File: src/rtl/rsp_s2_dma_ahbic_pkg.sv
// Shared constants for the DMA AHB interconnect decoder/mux: address map,
// HRESP encodings and default-slave state encoding.
package rsp_s2_dma_ahbic_pkg;

   localparam int unsigned NUM_REGIONS = 4;

   // Element i describes slave i.
   localparam logic [NUM_REGIONS-1:0][31:0] REGION_BASE = {
      32'h4000_1000,
      32'h4000_0000,
      32'h0001_0000,
      32'h0000_0000
   };

   localparam logic [NUM_REGIONS-1:0][31:0] REGION_LIMIT = {
      32'h4000_1FFF,
      32'h4000_0FFF,
      32'h0001_FFFF,
      32'h0000_FFFF
   };

   localparam logic [1:0] HRESP_OKAY  = 2'b00;
   localparam logic [1:0] HRESP_ERROR = 2'b01;

   localparam logic [15:0] ERR_CNT_MAX = 16'hFFFF;

   typedef enum logic [1:0] {
      DS_IDLE = 2'd0,
      DS_ERR1 = 2'd1,
      DS_ERR2 = 2'd2
   } ds_state_t;

   // Offset compare keeps a zero base from collapsing into a constant test.
   function automatic logic in_region(input logic [31:0] addr,
                                      input logic [31:0] base,
                                      input logic [31:0] limit);
      return (addr - base) <= (limit - base);
   endfunction

endpackage

File: src/rtl/rsp_s2_dma_ahbic_addr_dec.sv
// Combinational HADDR decoder: one-hot slave hit, top bit set when no region
// matches (default slave).
module rsp_s2_dma_ahbic_addr_dec
   import rsp_s2_dma_ahbic_pkg::*;
#(
   parameter int NUM_SLV = 4
) (
   input  logic [31:0]      HADDR,
   output logic [NUM_SLV:0] dec
);

   logic [NUM_SLV-1:0] hit;

   for (genvar g = 0; g < NUM_SLV; g++) begin : g_region
      assign hit[g] = in_region(HADDR, REGION_BASE[g], REGION_LIMIT[g]);
   end

   assign dec = {~|hit, hit};

endmodule

File: src/rtl/rsp_s2_dma_ahbic_dec_mux.sv
// AHB address decoder and response mux for the DMA interconnect, with an
// internal default slave that answers unmapped transfers with a two-cycle ERROR.
//
// state   | meaning
// DS_IDLE | no error in progress; default slave answers ready/OKAY
// DS_ERR1 | first ERROR cycle, HREADY low
// DS_ERR2 | second ERROR cycle, HREADY high; next address phase is sampled
module rsp_s2_dma_ahbic_dec_mux
   import rsp_s2_dma_ahbic_pkg::*;
#(
   parameter int NUM_SLV = 4,
   parameter int DW      = 32
) (
   input  logic                   HCLK,
   input  logic                   HRESET,
   input  logic [31:0]            HADDR,
   input  logic [1:0]             HTRANS,
   output logic [NUM_SLV-1:0]     HSEL_S,
   input  logic [NUM_SLV-1:0]     HREADYOUT_S,
   input  logic [2*NUM_SLV-1:0]   HRESP_S,
   input  logic [DW*NUM_SLV-1:0]  HRDATA_S,
   output logic                   HREADY,
   output logic [1:0]             HRESP,
   output logic [DW-1:0]          HRDATA,
   input  logic                   ERR_CLR,
   output logic [15:0]            ERR_CNT
);

   localparam logic [NUM_SLV:0] DSEL_DEFAULT = {1'b1, {NUM_SLV{1'b0}}};

   logic [NUM_SLV:0] dec;
   logic [NUM_SLV:0] dsel_q;
   ds_state_t        ds_state_q;
   ds_state_t        ds_state_d;
   logic             ds_hready;
   logic [1:0]       ds_hresp;
   logic             unmapped_req;
   logic             err_entry;
   logic [15:0]      err_cnt_q;
   logic             unused_htrans0;

   logic [NUM_SLV:0][1:0]    rsp_acc;
   logic [NUM_SLV:0][DW-1:0] dat_acc;

   assign unused_htrans0 = HTRANS[0];

   rsp_s2_dma_ahbic_addr_dec #(
      .NUM_SLV (NUM_SLV)
   ) u_addr_dec (
      .HADDR (HADDR),
      .dec   (dec)
   );

   assign HSEL_S = dec[NUM_SLV-1:0];

   always_comb begin
      ds_hready = 1'b1;
      ds_hresp  = HRESP_OKAY;
      case (ds_state_q)
         DS_ERR1: begin
            ds_hready = 1'b0;
            ds_hresp  = HRESP_ERROR;
         end
         DS_ERR2: ds_hresp = HRESP_ERROR;
         default: ;
      endcase
   end

   // dsel is one-hot, so the response mux is an AND-OR chain.
   assign rsp_acc[0] = dsel_q[NUM_SLV] ? ds_hresp : HRESP_OKAY;
   assign dat_acc[0] = '0;

   for (genvar g = 0; g < NUM_SLV; g++) begin : g_mux
      assign rsp_acc[g+1] = rsp_acc[g] | (dsel_q[g] ? HRESP_S[2*g +: 2] : 2'b00);
      assign dat_acc[g+1] = dat_acc[g] | (dsel_q[g] ? HRDATA_S[DW*g +: DW] : '0);
   end

   assign HREADY = (|(dsel_q[NUM_SLV-1:0] & HREADYOUT_S)) | (dsel_q[NUM_SLV] & ds_hready);
   assign HRESP  = rsp_acc[NUM_SLV];
   assign HRDATA = dat_acc[NUM_SLV];

   assign unmapped_req = HREADY & dec[NUM_SLV] & HTRANS[1];

   always_comb begin
      ds_state_d = ds_state_q;
      case (ds_state_q)
         DS_IDLE: if (unmapped_req) ds_state_d = DS_ERR1;
         DS_ERR1: ds_state_d = DS_ERR2;
         DS_ERR2: ds_state_d = unmapped_req ? DS_ERR1 : DS_IDLE;
         default: ds_state_d = DS_IDLE;
      endcase
   end

   assign err_entry = (ds_state_d == DS_ERR1);

   always_ff @(posedge HCLK) begin
      if (HRESET) begin
         dsel_q     <= DSEL_DEFAULT;
         ds_state_q <= DS_IDLE;
         err_cnt_q  <= '0;
      end else begin
         if (HREADY) dsel_q <= dec;
         ds_state_q <= ds_state_d;
         if (ERR_CLR)
            err_cnt_q <= '0;
         else if (err_entry && (err_cnt_q != ERR_CNT_MAX))
            err_cnt_q <= err_cnt_q + 16'd1;
      end
   end

   assign ERR_CNT = err_cnt_q;

endmodule

File: config.mk
export PLATFORM = sky130hd
export DESIGN_NAME = rsp_s2_dma_ahbic_dec_mux
export DESIGN_NICKNAME = d
export VERILOG_FILES = /design/src/rtl/rsp_s2_dma_ahbic_pkg.sv /design/src/rtl/rsp_s2_dma_ahbic_addr_dec.sv /design/src/rtl/rsp_s2_dma_ahbic_dec_mux.sv
export SDC_FILE = /design/constraint.sdc
export NUM_CORES = 1
export LEC_CHECK = 0
export BUFFER_PORTS_ARGS = -buffer_cell sky130_fd_sc_hd__buf_4
export CAP_MARGIN = 40
export CORE_AREA = 2 2 91 93
export CTS_BUF_LIST = sky130_fd_sc_hd__clkbuf_4 sky130_fd_sc_hd__clkbuf_8 sky130_fd_sc_hd__clkbuf_16
export CTS_CLUSTER_SIZE = 16
export DETAILED_ROUTE_END_ITERATION = 10
export DIE_AREA = 0 0 93 95
export PLACE_DENSITY = 0.78
export RECOVER_POWER = 25
export SLEW_MARGIN = 20
export SYNTH_ARGS = -nofsm -noshare
export SYNTH_HDL_FRONTEND = slang
export SYNTH_HIERARCHICAL = 1
export SYNTH_SLANG_ARGS = --single-unit
export TNS_END_PERCENT = 100
File: constraint.sdc
create_clock -name HCLK -period 7.15 [get_ports HCLK]
set_clock_uncertainty 0.15 [all_clocks]
set_input_delay 0.715 -clock HCLK [delete_from_list [all_inputs] [get_ports HCLK]]
set_output_delay 0.715 -clock HCLK [all_outputs]
set_load 0.005 [all_outputs]
==> out/metrics.yaml <==
detailed_routing:
  wl_per_cell_microns: 16.47
  drcViolationCount: 0
  first_iter_violations: 147
  vias: 3146
  ant_nets: 0
  vias_per_cell: 5.314
  drtPass1Iterations: 6
  drt_wl_total_microns: 9748
finish:
  nNetsFinal: 670
  design_area_sq_um: 3884
  mostFrequentLayoutCells: "205 x buf_4, 68 x a22oi_1, 43 x nand2_1, 23 x dfxtp_1, 21 x nor2_1"
  synthToLayoutAreaGrowth_pct: 81.41
  final_common_cell: "buf_4"
  drive_gt1_share_pct: 49.49
  antenna_cells: 0
yosys:
  yosysTopAreaCell: "a22oi_1"
  yosys_warnings: 6
  ys_seq_elements: 23
  synth_top_area_share_pct: 23.85
  synth_ff_type: "dfxtp_1"
  ys_top_cells_by_area: "a22oi_1 24%, dfxtp_1 22%, nand2_1 7.5%"
  synth_area_sq_um: 2141
  avgSynthCellArea_sq_um: 7.619
  syn-instance-count: 281
  synth_cell_type_count: 54
  synth_edf_count: 0
  syn-num-nets: 463
  async_reset_ff_share_pct: 0
  yosysSeqAreaShare_pct: 21.51
power:
  clkPwrFrac_pct: 21.9
  p_per_area_nw_per_um2: 96.20
  p_comb_share_pct: 40.9
  p_switching_w: 0.0001109
  leakagePower_nw: 1.927
  finalPower_w: 0.0003736
  power_frac_seq_pct: 37.1
  intPower_w: 0.0002627
  vdd_drop_max_v: 0.0001136
  p_sw_share_pct: 29.69
floorplan:
  row_count: 33
  io_pins: 232
  die_x_microns: 93
  start_util_pct: 27.00
  coreArea_sq_um: 7928
  die_area_sq_um: 8835
  die_y_microns: 95
setup_path:
  cp_max_fo: 30
  worstSetupEndpointType: "primary output"
  required_ps: 6280
  worstSetupPathType: "flip-flop to primary output"
  worstPathCellList: "clkbuf_1 > a22oi_1 > nand3_1 > buf_4"
  worst_path_max_delay_cell: "clkbuf_1"
  worst_path_dominant_cell_family: "buffers and inverters"
  arrival_ps: 2610
  timing.critical_path.buf_inv: 2
  crit_path_start_kind: "flip-flop"
  max_stage_delay_ps: 1030
placed_design:
  dpl-instance-area_sq_um: 3845
  gp_congestion: 0.8486
  io_buffers: 218
  dpl.hpwl_microns: 7973
grt:
  antenna_found_initial: 0
  grt-ovfl-total: 0
  grt_pass1_wl_microns: 14810
  grt_max_degree: 37
  grt_pass1_vias: 3028
  grtUsageTotal_pct: 20.99
run:
  maxCapViolCount: 0
timing:
  worstMarginPinSlew_ps: 1346
  post-route-min-period_ps: 3475
  slew_headroom_pct: 10.29
  setup_tns_ps: 0
  drv_slew: 0
  finalCritPeriodShare_pct: 48.59
  setup_violations: 0
  rsz0062_at_grt: "false"
  max_freq_mhz: 287.8
  holdWs_ps: 375.6
  hold_viol: 0
clock_network:
  cts.sink_count: 23
  clkLatencyLatePin_ps: 270
  cts_tree: "done"
  clk_pin_slew_ps: 90
  post_cts.repair.setup_buffers: 0
  clock_path_buffers: 2
  cts-root-buf: "clkbuf_8"
  postCtsHoldBufs: 0
  htree_levels: 1
  ctsResizeCount: 0
  cts-buffers-inserted: 3
outcome:
  run_status: "finished, final reports clean"
worst_hold_path:
  min_path_type: "flip-flop to flip-flop"
layout make-up:
class / instances / area [sq um]
Clock buffer: 3 / 41.29
Tap cell: 105 / 131.4
Fill cell: 803 / 4044
Clock inverter: 1 / 5.005
Inverter: 5 / 18.77
Sequential cell: 23 / 460.4
Multi-Input combinational cell: 233 / 1568
Timing Repair Buffer: 222 / 1659
synthesized netlist by cell type (3+ instances only):
cell type	instances
mux2i_1	5
a41o_1	3
nor2_1	21
nor3_1	6
o21ai_0	6
a22oi_1	68
a21oi_1	10
clkbuf_1	6
a31oi_1	3
ha_1	5
nand2_1	43
buf_2	3
buf_1	9
inv_1	5
dfxtp_1	23
nand3_1	7
or3_1	6
nand3_2	3
tightest hold or removal path: cells and delay by family, from the launching register on:
family	cells	cell delay, ps
AOI/OAI and AO/OA	2	140
DFF	1	350
cell families (layout without fill, tap and decap cells):
group / Yosys count / in the layout / share of synthesized area (%)
simple gates: 112 / 112 / 28.64
compound gates: 108 / 108 / 38.11
buf+inv: 25 / 231 / 5.260
flops: 23 / 23 / 21.51
fa+ha+maj: 5 / 5 / 2.922
mux: 5 / 5 / 2.338
xor+xnor: 3 / 3 / 1.228
registers in the layout, indices dropped and copies added, names as in the netlist:
signal,flops
ERR_CNT,16
dsel_q,5
ds_state_q,2
power groups by stage:
stage,logic [W],clock network (W),registers [W]
floorplan,0.0000585,0,0.000140
finish,0.000153,0.0000819,0.000139
CTS,0.000153,0.0000846,0.000139
global route,0.000167,0.0000901,0.000140
global placement,0.000148,0,0.000141
detailed placement,0.000152,0,0.000142
per-layer routing:
metal	track usage (%)	share of wire, %	vias up
met5	0	0	-
met4	6.127	2.0	0
met3	5.746	11	16
met2	36.96	48	193
met1	24.99	38	1426
li1	-	-	1511
metrics by stage:
step	setup slack (ps)	instances	utilization, %
2_1_floorplan	4006	281	-
3_3_place_gp	3715	588	48.50
3_5_place_dp	3606	588	48.50
4_1_cts	3890	592	49.08
5_1_grt	3448	592	48.99
6_report	3675	592	48.99
path summary, 6_finish.rpt:
path	startpoint	end	slack, ps	cells after the start
worst max register to register	dsel_q[3]	ERR_CNT[13]	4080	6
worst min register to register	ERR_CNT[3]	ERR_CNT[3]	380	2
worst max-delay path	dsel_q[3]	HREADY	3680	4
worst min-delay path	ERR_CNT[3]	ERR_CNT[3]	380	2
Note: power is estimated with default switching activity, not from simulation.
